===== src/rtl/loadip_wr_ctrl.sv =====
// loadip_wr_ctrl: write-side sequencer for the loadip ping-pong buffer.
// Claims a free half, streams one contiguous strobe burst, then releases it.
module loadip_wr_ctrl #(
    parameter int DATA_WIDTH = 16,
    parameter int ADDR_WIDTH = 8
) (
    input  logic                  i_clk,
    input  logic                  i_rst_n,
    input  logic                  i_s_valid,
    input  logic [DATA_WIDTH-1:0] i_s_data,
    input  logic                  i_s_last,
    output logic                  o_s_ready,
    input  logic [1:0]            i_wr_ready,
    output logic [1:0]            o_wr_activate,
    output logic [DATA_WIDTH-1:0] o_wdata,
    output logic                  o_wstrobe,
    output logic                  o_busy,
    output logic [15:0]           o_blk_cnt,
    output logic [ADDR_WIDTH:0]   o_last_len
);

    localparam int CW = ADDR_WIDTH + 1;
    localparam logic [CW-1:0] DEPTH = {1'b1, {ADDR_WIDTH{1'b0}}};

    typedef enum logic [1:0] {
        S_IDLE,
        S_WRITE,
        S_FLUSH,
        S_RELEASE
    } state_t;

    state_t                r_state;
    state_t                w_state_nxt;
    logic [1:0]            r_act;
    logic [1:0]            w_act_nxt;
    logic [DATA_WIDTH-1:0] r_wdata;
    logic [DATA_WIDTH-1:0] w_wdata_nxt;
    logic                  r_wstrobe;
    logic                  w_wstrobe_nxt;
    logic [CW-1:0]         r_cnt;
    logic [CW-1:0]         w_cnt_nxt;
    logic [CW-1:0]         w_cnt_inc;
    logic                  r_next;
    logic                  w_next_nxt;
    logic                  w_h;
    logic [15:0]           r_blk_cnt;
    logic [15:0]           w_blk_cnt_nxt;
    logic [CW-1:0]         r_last_len;
    logic [CW-1:0]         w_last_len_nxt;

    // Next-state and next register values for the claim/stream/release sequence
    always_comb begin
        w_state_nxt    = r_state;
        w_act_nxt      = r_act;
        w_wdata_nxt    = r_wdata;
        w_wstrobe_nxt  = 1'b0;
        w_cnt_nxt      = r_cnt;
        w_next_nxt     = r_next;
        w_blk_cnt_nxt  = r_blk_cnt;
        w_last_len_nxt = r_last_len;
        w_cnt_inc      = r_cnt + CW'(1);
        // Prefer the pointed-to half; fall back to the other if it is busy.
        w_h            = i_wr_ready[r_next] ? r_next : ~r_next;
        unique case (r_state)
            S_IDLE: begin
                if (i_s_valid && (i_wr_ready != 2'b00)) begin
                    w_act_nxt   = w_h ? 2'b10 : 2'b01;
                    w_next_nxt  = ~w_h;
                    w_state_nxt = S_WRITE;
                end
            end
            S_WRITE: begin
                if (i_s_valid) begin
                    w_wdata_nxt   = i_s_data;
                    w_wstrobe_nxt = 1'b1;
                    w_cnt_nxt     = w_cnt_inc;
                    if (i_s_last || (w_cnt_inc == DEPTH)) begin
                        w_state_nxt = S_FLUSH;
                    end
                end else begin
                    // Strobe and activate drop together so the buffer
                    // never sees a gap inside one activation.
                    w_act_nxt   = 2'b00;
                    w_state_nxt = S_RELEASE;
                end
            end
            S_FLUSH: begin
                w_act_nxt   = 2'b00;
                w_state_nxt = S_RELEASE;
            end
            S_RELEASE: begin
                if (r_cnt != '0) begin
                    w_blk_cnt_nxt  = r_blk_cnt + 16'd1;
                    w_last_len_nxt = r_cnt;
                end
                w_cnt_nxt   = '0;
                w_state_nxt = S_IDLE;
            end
            default: begin
                w_state_nxt = S_IDLE;
            end
        endcase
    end

    // State register
    always_ff @(posedge i_clk or negedge i_rst_n) begin
        if (!i_rst_n) begin
            r_state <= S_IDLE;
        end else begin
            r_state <= w_state_nxt;
        end
    end

    // Registered outputs, beat counter and ping-pong pointer
    always_ff @(posedge i_clk or negedge i_rst_n) begin
        if (!i_rst_n) begin
            r_act      <= 2'b00;
            r_wdata    <= '0;
            r_wstrobe  <= 1'b0;
            r_cnt      <= '0;
            r_next     <= 1'b0;
            r_blk_cnt  <= 16'd0;
            r_last_len <= '0;
        end else begin
            r_act      <= w_act_nxt;
            r_wdata    <= w_wdata_nxt;
            r_wstrobe  <= w_wstrobe_nxt;
            r_cnt      <= w_cnt_nxt;
            r_next     <= w_next_nxt;
            r_blk_cnt  <= w_blk_cnt_nxt;
            r_last_len <= w_last_len_nxt;
        end
    end

    assign o_s_ready     = (r_state == S_WRITE);
    assign o_busy        = (r_state != S_IDLE);
    assign o_wr_activate = r_act;
    assign o_wdata       = r_wdata;
    assign o_wstrobe     = r_wstrobe;
    assign o_blk_cnt     = r_blk_cnt;
    assign o_last_len    = r_last_len;

endmodule


===== config.mk =====
export PLATFORM = sky130hd
export DESIGN_NAME = loadip_wr_ctrl
export DESIGN_NICKNAME = d
export VERILOG_FILES = /design/src/rtl/loadip_wr_ctrl.sv
export SDC_FILE = /design/constraint.sdc
export NUM_CORES = 1
export LEC_CHECK = 0
export CORE_MARGIN = 2
export CORE_UTILIZATION = 49
export DETAILED_ROUTE_END_ITERATION = 12
export GPL_TIMING_DRIVEN = 0
export PLACE_DENSITY = 0.78
export SLEW_MARGIN = 20
export SYNTH_ARGS = -nofsm -noshare
export SYNTH_HDL_FRONTEND = slang
export SYNTH_SLANG_ARGS = --single-unit
export TNS_END_PERCENT = 50

===== constraint.sdc =====
create_clock -name i_clk -period 2.1 [get_ports i_clk]
set_input_delay 0.315 -clock i_clk [delete_from_list [all_inputs] [get_ports i_clk]]
set_output_delay 0.315 -clock i_clk [all_outputs]
set_load 0.01 [all_outputs]

Yosys cells after proc, flatten, opt, wreduce, memory -nomap -nowiden
Cells that the tools add are included.
{ "classes": {"n_reduce_logical": 14, "n_lt_le_gt_ge": 1, "eq_ne": 8, "n_bitwise": 2, "addsub": 2, "muxes": 15} }
{ "ops": {"columns": ["op", "count"], "rows": [
  ["9-bit one-hot mux with 2 select lines", 1],
  ["16-bit by 1-bit adder with 16-bit output, second input constant", 1],
  ["2-bit two-way mux", 6],
  ["2-bit AND reduction", 5],
  ["9-bit by 1-bit adder with 9-bit output, second input constant", 1],
  ["9-bit equality test, second input constant", 1],
  ["9-bit two-way mux", 1],
  ["9-bit nonzero test", 1],
  ["2-bit one-hot mux with 4 select lines", 1],
  ["2-bit != test, second input constant", 3],
  ["2-bit one-hot mux with 3 select lines", 1],
  ["2-bit nonzero test", 3],
  ["1-bit two-way mux", 5],
  ["2-bit equality test, second input constant", 2],
  ["3-bit by 2-bit != test with 1-bit output, second input constant", 1],
  ["3-bit AND reduction", 1],
  ["3-bit nonzero test", 1],
  ["2-bit by 1-bit equality test with 1-bit output, second input constant", 1],
  ["2-bit logical NOT", 1],
  ["1-bit by 2-bit < comparator with 1-bit output, second input constant", 1],
  ["1-bit NOT", 2],
  ["1-bit logical AND", 1],
  ["1-bit logical OR", 1]
]} }
{ "totals": {"inputBits": 22, "out_inout_bits": 46, "register_bits": 56, "wordCells": 50} }

Depth between registers and ports, before layout
Gate-level depths: netlist (run 1).
{ "logic_depth": {"word_depth": 6, "ltp_mapped": 9, "mapped_depth_nobuf": 6} }

Worst setup path before layout (run 1)
OpenSTA, ideal clock, no wires.
{ "synth_path": {"path_type": "flip-flop to flip-flop", "startpoint": "register r_state[1]", "endpoint": "register r_wdata[10], in the netlist o_wdata[10]", "setup_ns": 0.125, "setup_slack_ns": 0.117, "path_stages_with_launch": 8, "required_ns": 1.975, "path_buffers": 3, "arrival_time_ns": 1.858, "path_cell_list": "dfrtp_1 inv_1 ha_1 clkbuf_1 and2_1 buf_2 buf_2 mux2_2"} }
{ "synth_via": {"elab_chain_cells": 2} }
{ "synth_rtl": {"columns": ["element", "line", "text"], "rows": [
  ["from (decl)", "32", "state_t r_state;"],
  ["from (signal assigned)", "110", "r_state <= w_state_nxt;"],
  ["2-bit by 1-bit equality test with 1-bit output", null, null],
  ["net o_s_ready", "12", "output logic o_s_ready,"],
  ["2-bit AND reduction (no line)", null, null],
  ["to (signal assigned)", "126", "r_wdata <= w_wdata_nxt;"],
  ["to (decl)", "36", "logic [DATA_WIDTH-1:0] r_wdata;"]
]} }
The timed path passes the listed nets, and every way through them passes these cells.
A chain may end at the register's enable or synchronous reset.

Worst setup path after layout (run 1)
{ "layout_path": {"startpoint": "register r_state[0]", "endpoint": "register r_blk_cnt[10], in the netlist o_blk_cnt[10]"} }
{ "layout_via": {"elab_chain_cells": 2} }
{ "layout_rtl": {"columns": ["element", "line", "text"], "rows": [
  ["2-bit equality test", "64", "unique case (r_state)"],
  ["2-bit AND reduction (no line)", null, null],
  ["to (signal assigned)", "130", "r_blk_cnt <= w_blk_cnt_nxt;"],
  ["to (decl)", "46", "logic [15:0] r_blk_cnt;"]
]} }
Every way passes these cells.

==> results of run 1 <==
-- Yosys cell counts, types with 6 or more instances --
master,number
nor2_1,6
o21ai_0,6
nand3_1,10
xor2_1,9
dfrtp_1,56
xnor2_1,8
inv_1,10
nand4_1,6
mux2_2,18
mux2i_1,9
a32o_1,8
ha_1,7
nand2_1,40
-- timing repair --
item                                    4_1_cts  5_1_grt
setup buffers                                 0        3
pin swaps                                     0        0
gates resized for setup                       3       10
endpoints found under the setup margin        9       20
hold buffers                                  0        0
-- cell families after synthesis --
logic type	after synthesis	synth area share [%]
AO/OA/AOI/OAI	31	8.46
buffers and inverters	27	5.44
multiplexers	27	10.7
flip-flops	56	51.2
adder cells (fa/ha/maj)	7	3.20
XOR/XNOR	17	5.44
AND/OR/NAND/NOR	84	15.5
-- sequential cells by signal (all words and copies together), names as in the netlist --
name           cells
o_blk_cnt         16
o_last_len         9
o_wdata           16
o_wr_activate      2
o_wstrobe          1
r_cnt              9
r_next             1
r_state            2
-- critical path, delay by kind of cell, from the launching register on --
kind            cells  cell delay [ns]
compound gates      1             0.23
xor+xnor            1             0.15
fa+ha+maj           1             0.18
buf+inv             4             0.45
flops               1             0.40
simple gates        2             0.49
-- per-stage QoR --
stage	TNS [ns]	setup WS, ns	instances
after detailed placement	-1.23	-0.150	388
after CTS	0	0.0114	396
final	0	0.125	399
after global routing	0	0.0164	399
after global placement	-57.70	-1.02	388
after floorplan	0	0.117	249
-- cell usage in the layout, fill, tap and decap left out, drive strengths merged, types with 3 or more instances in the layout --
cell / netlist / final
o21ai: 6 / 6
clkdlybuf4s50: 0 / 66
nor2: 9 / 9
dfrtp: 56 / 56
inv: 11 / 12
nand2: 40 / 40
and3: 5 / 5
ha: 7 / 7
nand3: 10 / 10
a32o: 8 / 8
mux2: 18 / 18
buf: 11 / 15
nand4: 6 / 6
a21oi: 3 / 3
mux2i: 9 / 9
clkbuf: 5 / 11
xnor2: 8 / 8
xor2: 9 / 9
or3: 3 / 3
-- worst max-delay path by stage --
stage	from	endpoint	slack [ns]
floorplan	r_state[1]	o_wdata[10]	0.12
global placement	i_rst_n	o_blk_cnt[13]	-1.02
detailed placement	r_state[1]	o_wdata[8]	-0.15
CTS	r_state[0]	o_blk_cnt[8]	0.01
global route	r_state[0]	o_blk_cnt[14]	0.02
finish	r_state[0]	o_blk_cnt[10]	0.13
-- per-layer routing --
metal,wire length (um),GRT usage [%]
met1,2450,24.7
met5,0,0
met4,51,4.56
met3,391,6.36
met2,2540,30.1
-- final cells by class --
cell class / count / area, sq um
buffer: 16 / 116
clock buffer: 6 / 72.6
clock inverter: 2 / 38.8
fill: 439 / 1780
inverter: 11 / 43.8
multi-input combinational: 166 / 1200
sequential: 56 / 1400
tap: 72 / 90.1
timing repair buffer: 70 / 691
-- power by group through the flow --
stage / combinational [uW] / clock (uW) / sequential (uW)
global placement: 1590 / 0 / 1560
CTS: 1630 / 732 / 1560
floorplan: 762 / 0 / 1670
finish: 1690 / 711 / 1560
global route: 1850 / 778 / 1600
detailed placement: 1610 / 0 / 1580
==> impl_results.md, run 1 <==
* Yosys reg bits at 56
* Logic pwr share at 42.7%
* Sw power at ~1300 uW
* Post-synthesis sequential area ratio at approximately 51%
* Int Power at 2670 uW
* Outcome: completed
* Worst slew pin tran at about 0.7 ns
* IO buf count at 67
* Starting Density at ~50%
* Slew margin rel. at between 50% and 60%
* Post-layout util at between 60 and 70%
* Clock slew at reported path FFs at about 0.090 ns
* First-pass GRT wire length at about 9300 um
* Critical Path RT at between 2 and 2.5 ns
* Post-synth EDFFs at 0
* Vias in the first global route at ~2000
* Residual DRC count at 0
* Final instance area at around 3700 sq um
* Total CTS buffers at 5
* Fin crit share at between 90% and 100%
* HP Class: primary input to asynchronous set/reset pin
* Max-cap violations at 0
* Mapped cell area at ~2700 sq um
* Vias per std cell at ~5.2
* Share of power burned in registers at about two fifths
* RR Startpoint: r_state[0]
* Ordered cell list for the critical path: ha_1 -> buf_6 -> inv_4 -> a41o_1 -> buf_6 -> or3_4 -> buf_6 -> nor3_4 -> xor2_1
* Final min period at a little under 2 ns
* Placed cell area at 3490 sq um
* Critical path class: flop to flop
* Fraction of layout cells with a size suffix above 1 at 15.9%
* CTS max path bufs at 2
* DP HPWL at approximately 3800 um
* # IOs at approximately 70
* Number of distinct library cells after synthesis at 42
* Synth-to-Final Area Change at 33.8%
* Most common cell type on the critical path: buf_6
* R2R Path End: o_blk_cnt[10]
* Startpoint Class: flop
* Final setup fails at 0
* Initial DRT Pass Iterations at 4
* Gr usage total at about a fifth
* Vias at between 2000 and 2500
* CTS Root Cell: clkbuf_8
* Nets at ~360
* Initial DRC Count at ~150
* Skew final at 0.00885 ns
* Pwr/cell area at roughly 1100 nW/um^2
* Leading post-synthesis cells by cell area: dfrtp_1 51%, mux2_2 7.4%, nand2_1 5.5%
* Die X at 78.7 um
* GP Congestion at 0.846
* Sw Share at between 30% and 40%
* Yosys top cell by area: dfrtp_1
* Total Power at roughly 4000 uW
* Initial antenna violation count at 0
* RSZ-0062 raised after global routing: false
* Setup crit end kind: flop
* Crit-path max cell delay at roughly 0.40 ns
* Row count at 27
* Ys async rst share at 100%
* GRT overflow at 0
* Lkg Pwr at between 0.0015 and 0.002 uW
* Core Area at around 5400 sq um
* CTS tree: built
* Max Freq at between 500 and 600 MHz
* Post-synth top flop: dfrtp_1
* Mean Syn Cell Area at between 10 and 15 sq um
* Peak VDD IR at around 660 uV
* Clock Sink Count at 56
* Register-to-register setup slack at about 0.13 ns
* CP max stage cell: dfrtp_1
* Average wire per standard cell at roughly 14 um
* Clock share of power at approximately 18%
* ANT nets after route at 0
* Ys Warns at 0
* Die height at 78.7 um
* Area share of the largest cell type after synthesis at 51.2%
* Hold_ws at 0.0415 ns
* Final Hold Fails at 0
* Largest net degree at the start of global routing at between 50 and 60
* Final Slew Violations at 0
* Post-Syn Nets at 278
* Worst EP arrival at 2.22 ns
* WL final at between 5000 and 6000 um
* Die area at around 6200 sq um
* Worst-case reg-to-reg path depth at 9
* CP Max Fanout at 10
* Diode count at 0
* H-tree depth at 2
* Cells after synthesis at 249
* Clock latency on the worst-skew pair at ~0.32 ns
No activity file was read; power rests on OpenSTA's default activity.
==> inputs of run 2 (changes only) <==
- GPL_TIMING_DRIVEN: 0 -> not set
==> run 2 against run 1 <==
Register-to-register slack gained 0.08 ns; power down 4.2%; non-clock buffer count decreased by 1; critical path depth down 5; clock skew hardly changed; via count shrank 0.14%; first-iteration DRC count fell by 30%; die area is the same; largest cell class unchanged.
==> impl_results.md, run 2 (synthesized netlist as in run 1, its figures left out) <==
* Final Slew Violations at 0 (unchanged)
* Slew margin rel. at 72.4% (+18 points)
* Wl on met1 at 2460 um (+0.37%)
* RR Startpoint: r_cnt[0]
* Critical path class: flop to output port
* Vias per std cell at 5.22 (+0.11%)
* ANT nets after route at 0 (unchanged)
* Met2 Wirelength at 2540 um (+0.28%)
* Final Hold Fails at 0 (unchanged)
* Average wire per standard cell at 13.7 um (+0.60%)
* Post-CTS Resized at 0 (-3)
* DP HPWL at 4050 um (+5.8%)
* GRT overflow at 0 (unchanged)
* Diode count at 0 (unchanged)
* CTS max path bufs at 2 (unchanged)
* Vias at 2077 (-0.14%)
* Lkg Pwr at 0.00162 uW (-0.15%)
* Startpoint Class: flop
* Skew final at 0.00905 ns (+0.000197 ns)
* Final min period at 1.98 ns (+0.0000990 ns)
* Nets at 354 (-0.28%)
* Die height at 78.7 um (unchanged)
* Core Area at 5440 sq um (unchanged)
* Setup crit end kind: output port
* Placed cells at 388 (unchanged)
* RSZ-0062 raised after global routing: false
* Clock slew at reported path FFs at 0.10 ns (about the same)
* Initial DRC Count at 102 (-30%)
* Worst slew pin tran at 0.412 ns (-0.279 ns)
* H-tree depth at 2 (unchanged)
* Register-to-register setup slack at 0.21 ns (+0.08 ns)
* WL final at 5450 um (+0.35%)
* Row count at 27 (unchanged)
* Routed wl met3 at 358 um (-8.4%)
* Residual DRC count at 0 (unchanged)
* Most frequent cells in the layout: 66 x clkdlybuf4s50_1, 56 x dfrtp_1, 40 x nand2_1
* Starting Density at 50.3% (unchanged)
* Gr usage total at 19.2% (+0.45 points)
* R2R Path End: o_blk_cnt[10]
* Clock latency on the worst-skew pair at 0.32 ns (about the same)
* HP Class: primary input to asynchronous set/reset pin
* Initial DRT Pass Iterations at 4 (unchanged)
* Pwr/cell area at 1050 nW/um^2 (-3.2%)
* CP Max Fanout at 6 (-4)
* First-pass GRT wire length at 9520 um (+2.1%)
* Clock Sink Count at 56 (unchanged)
* Finished Layout Cells at 398 (-0.25%)
* Total Power at 3800 uW (-4.2%)
* # IOs at 68 (unchanged)
* Uppermost routed layer: met4
* GP Congestion at 0.824 (-2.6%)
* Total CTS buffers at 5 (unchanged)
* Outcome: completed
* Fin crit share at 94.0% (about the same)
* Most common cell after layout, fill and taps aside: clkdlybuf4s50_1
* Largest net degree at the start of global routing at 32 (-44%)
* Synth-to-Final Area Change at 32.4%
* CTS tree: built
* Vias in the first global route at 2072 (+2.4%)
* Worst EP arrival at 1.66 ns (-0.56 ns)
* Fraction of layout cells with a size suffix above 1 at 15.3% (-0.56 points)
* Fill count at 446 (+1.6%)
* Setup_tns at 0 ns (unchanged)
* Final setup fails at 0 (unchanged)
* CTS Root Cell: clkbuf_8
* Worst-case reg-to-reg path depth at 6 (-3)
* Peak VDD IR at 848 uV (+29%)
* Max-cap violations at 0 (unchanged)
* Die X at 78.7 um (unchanged)
* Max Freq at 506 MHz (about the same)
* Die area at 6200 sq um (unchanged)
* Initial antenna violation count at 0 (unchanged)
* IO buf count at 67 (unchanged)
* Critical Path RT at 1.78 ns (-0.56 ns)
## run 2: changes by cell type in the layout (fill, tap and decap cells not counted), sizes merged
cell         previous run  this run
buf                    15        18
clkbuf                 11         6
clkinv                  0         1
inv                    12        11
clkinvlp                0         1
dlygate4sd3             0         1
bufinv                  1         0
## run 2: through the flow
stage	utilization (%)	hold slack (ns)	area, sq um	setup WS, ns
after floorplan	-	0.0194	2740	0.117
after global placement	64.6	0.171	3520	0.257
after detailed placement	64.6	0.173	3520	0.179
after CTS	66.5	0.358	3610	0.0426
after global routing	66.6	0.388	3620	0.0178
final	66.6	0.371	3620	0.125
## run 2: routing by layer
metal  vias to the layer above  GRT usage [%]
li1                       1015              -
met1                       991           25.7
met2                        64           30.5
met3                         7           4.55
met4                         0           7.37
met5                         -              0
## run 2: final cells by class
type	instances	area, sq um	share of cell area, %
repair buffers	85	816	22.5
multi-input cells	166	1180	32.7
well taps	72	90.1	2.49
clock inverters	2	16.3	0.449
flip-flops and latches	56	1400	38.7
clock buffers	6	72.6	2.00
inverters	11	41.3	1.14
## run 2: what timing repair did
item	CTS	global route
hold buffers	1	0
setup buffers	0	1
hold endpoints to repair	5	0
endpoints found under the setup margin	0	1
## run 2: worst max-delay path by stage
stage	startpoint	end	slack [ns]	depth (start not counted)
after floorplan	r_state[1]	o_wdata[10]	0.12	7
after global placement	r_cnt[0]	o_blk_cnt[9]	0.26	6
after detailed placement	r_cnt[0]	o_blk_cnt[9]	0.18	6
after CTS	r_state[0]	o_busy	0.04	4
after global routing	r_state[1]	o_busy	0.02	4
final	r_state[1]	o_busy	0.12	4
## run 2: worst max-delay path, stage by stage, from the launching register on
cell	delay (ns)
dfrtp_1	0.41
inv_1	0.11
ha_1	0.28
inv_1	0.07
clkdlybuf4s50_1	0.48
## run 2: report_power, final
part           switching [uW]  internal (uW)
Combinational             731            918
Clock                     356            238
Sequential                190           1360
Total                    1280           2520
==> inputs of run 3 (changes only) <==
- ABC_CLOCK_PERIOD_IN_PS: not set -> 2100
==> results of run 3 <==
No change in the layout: final DEF, timing and power equal those of run 2.
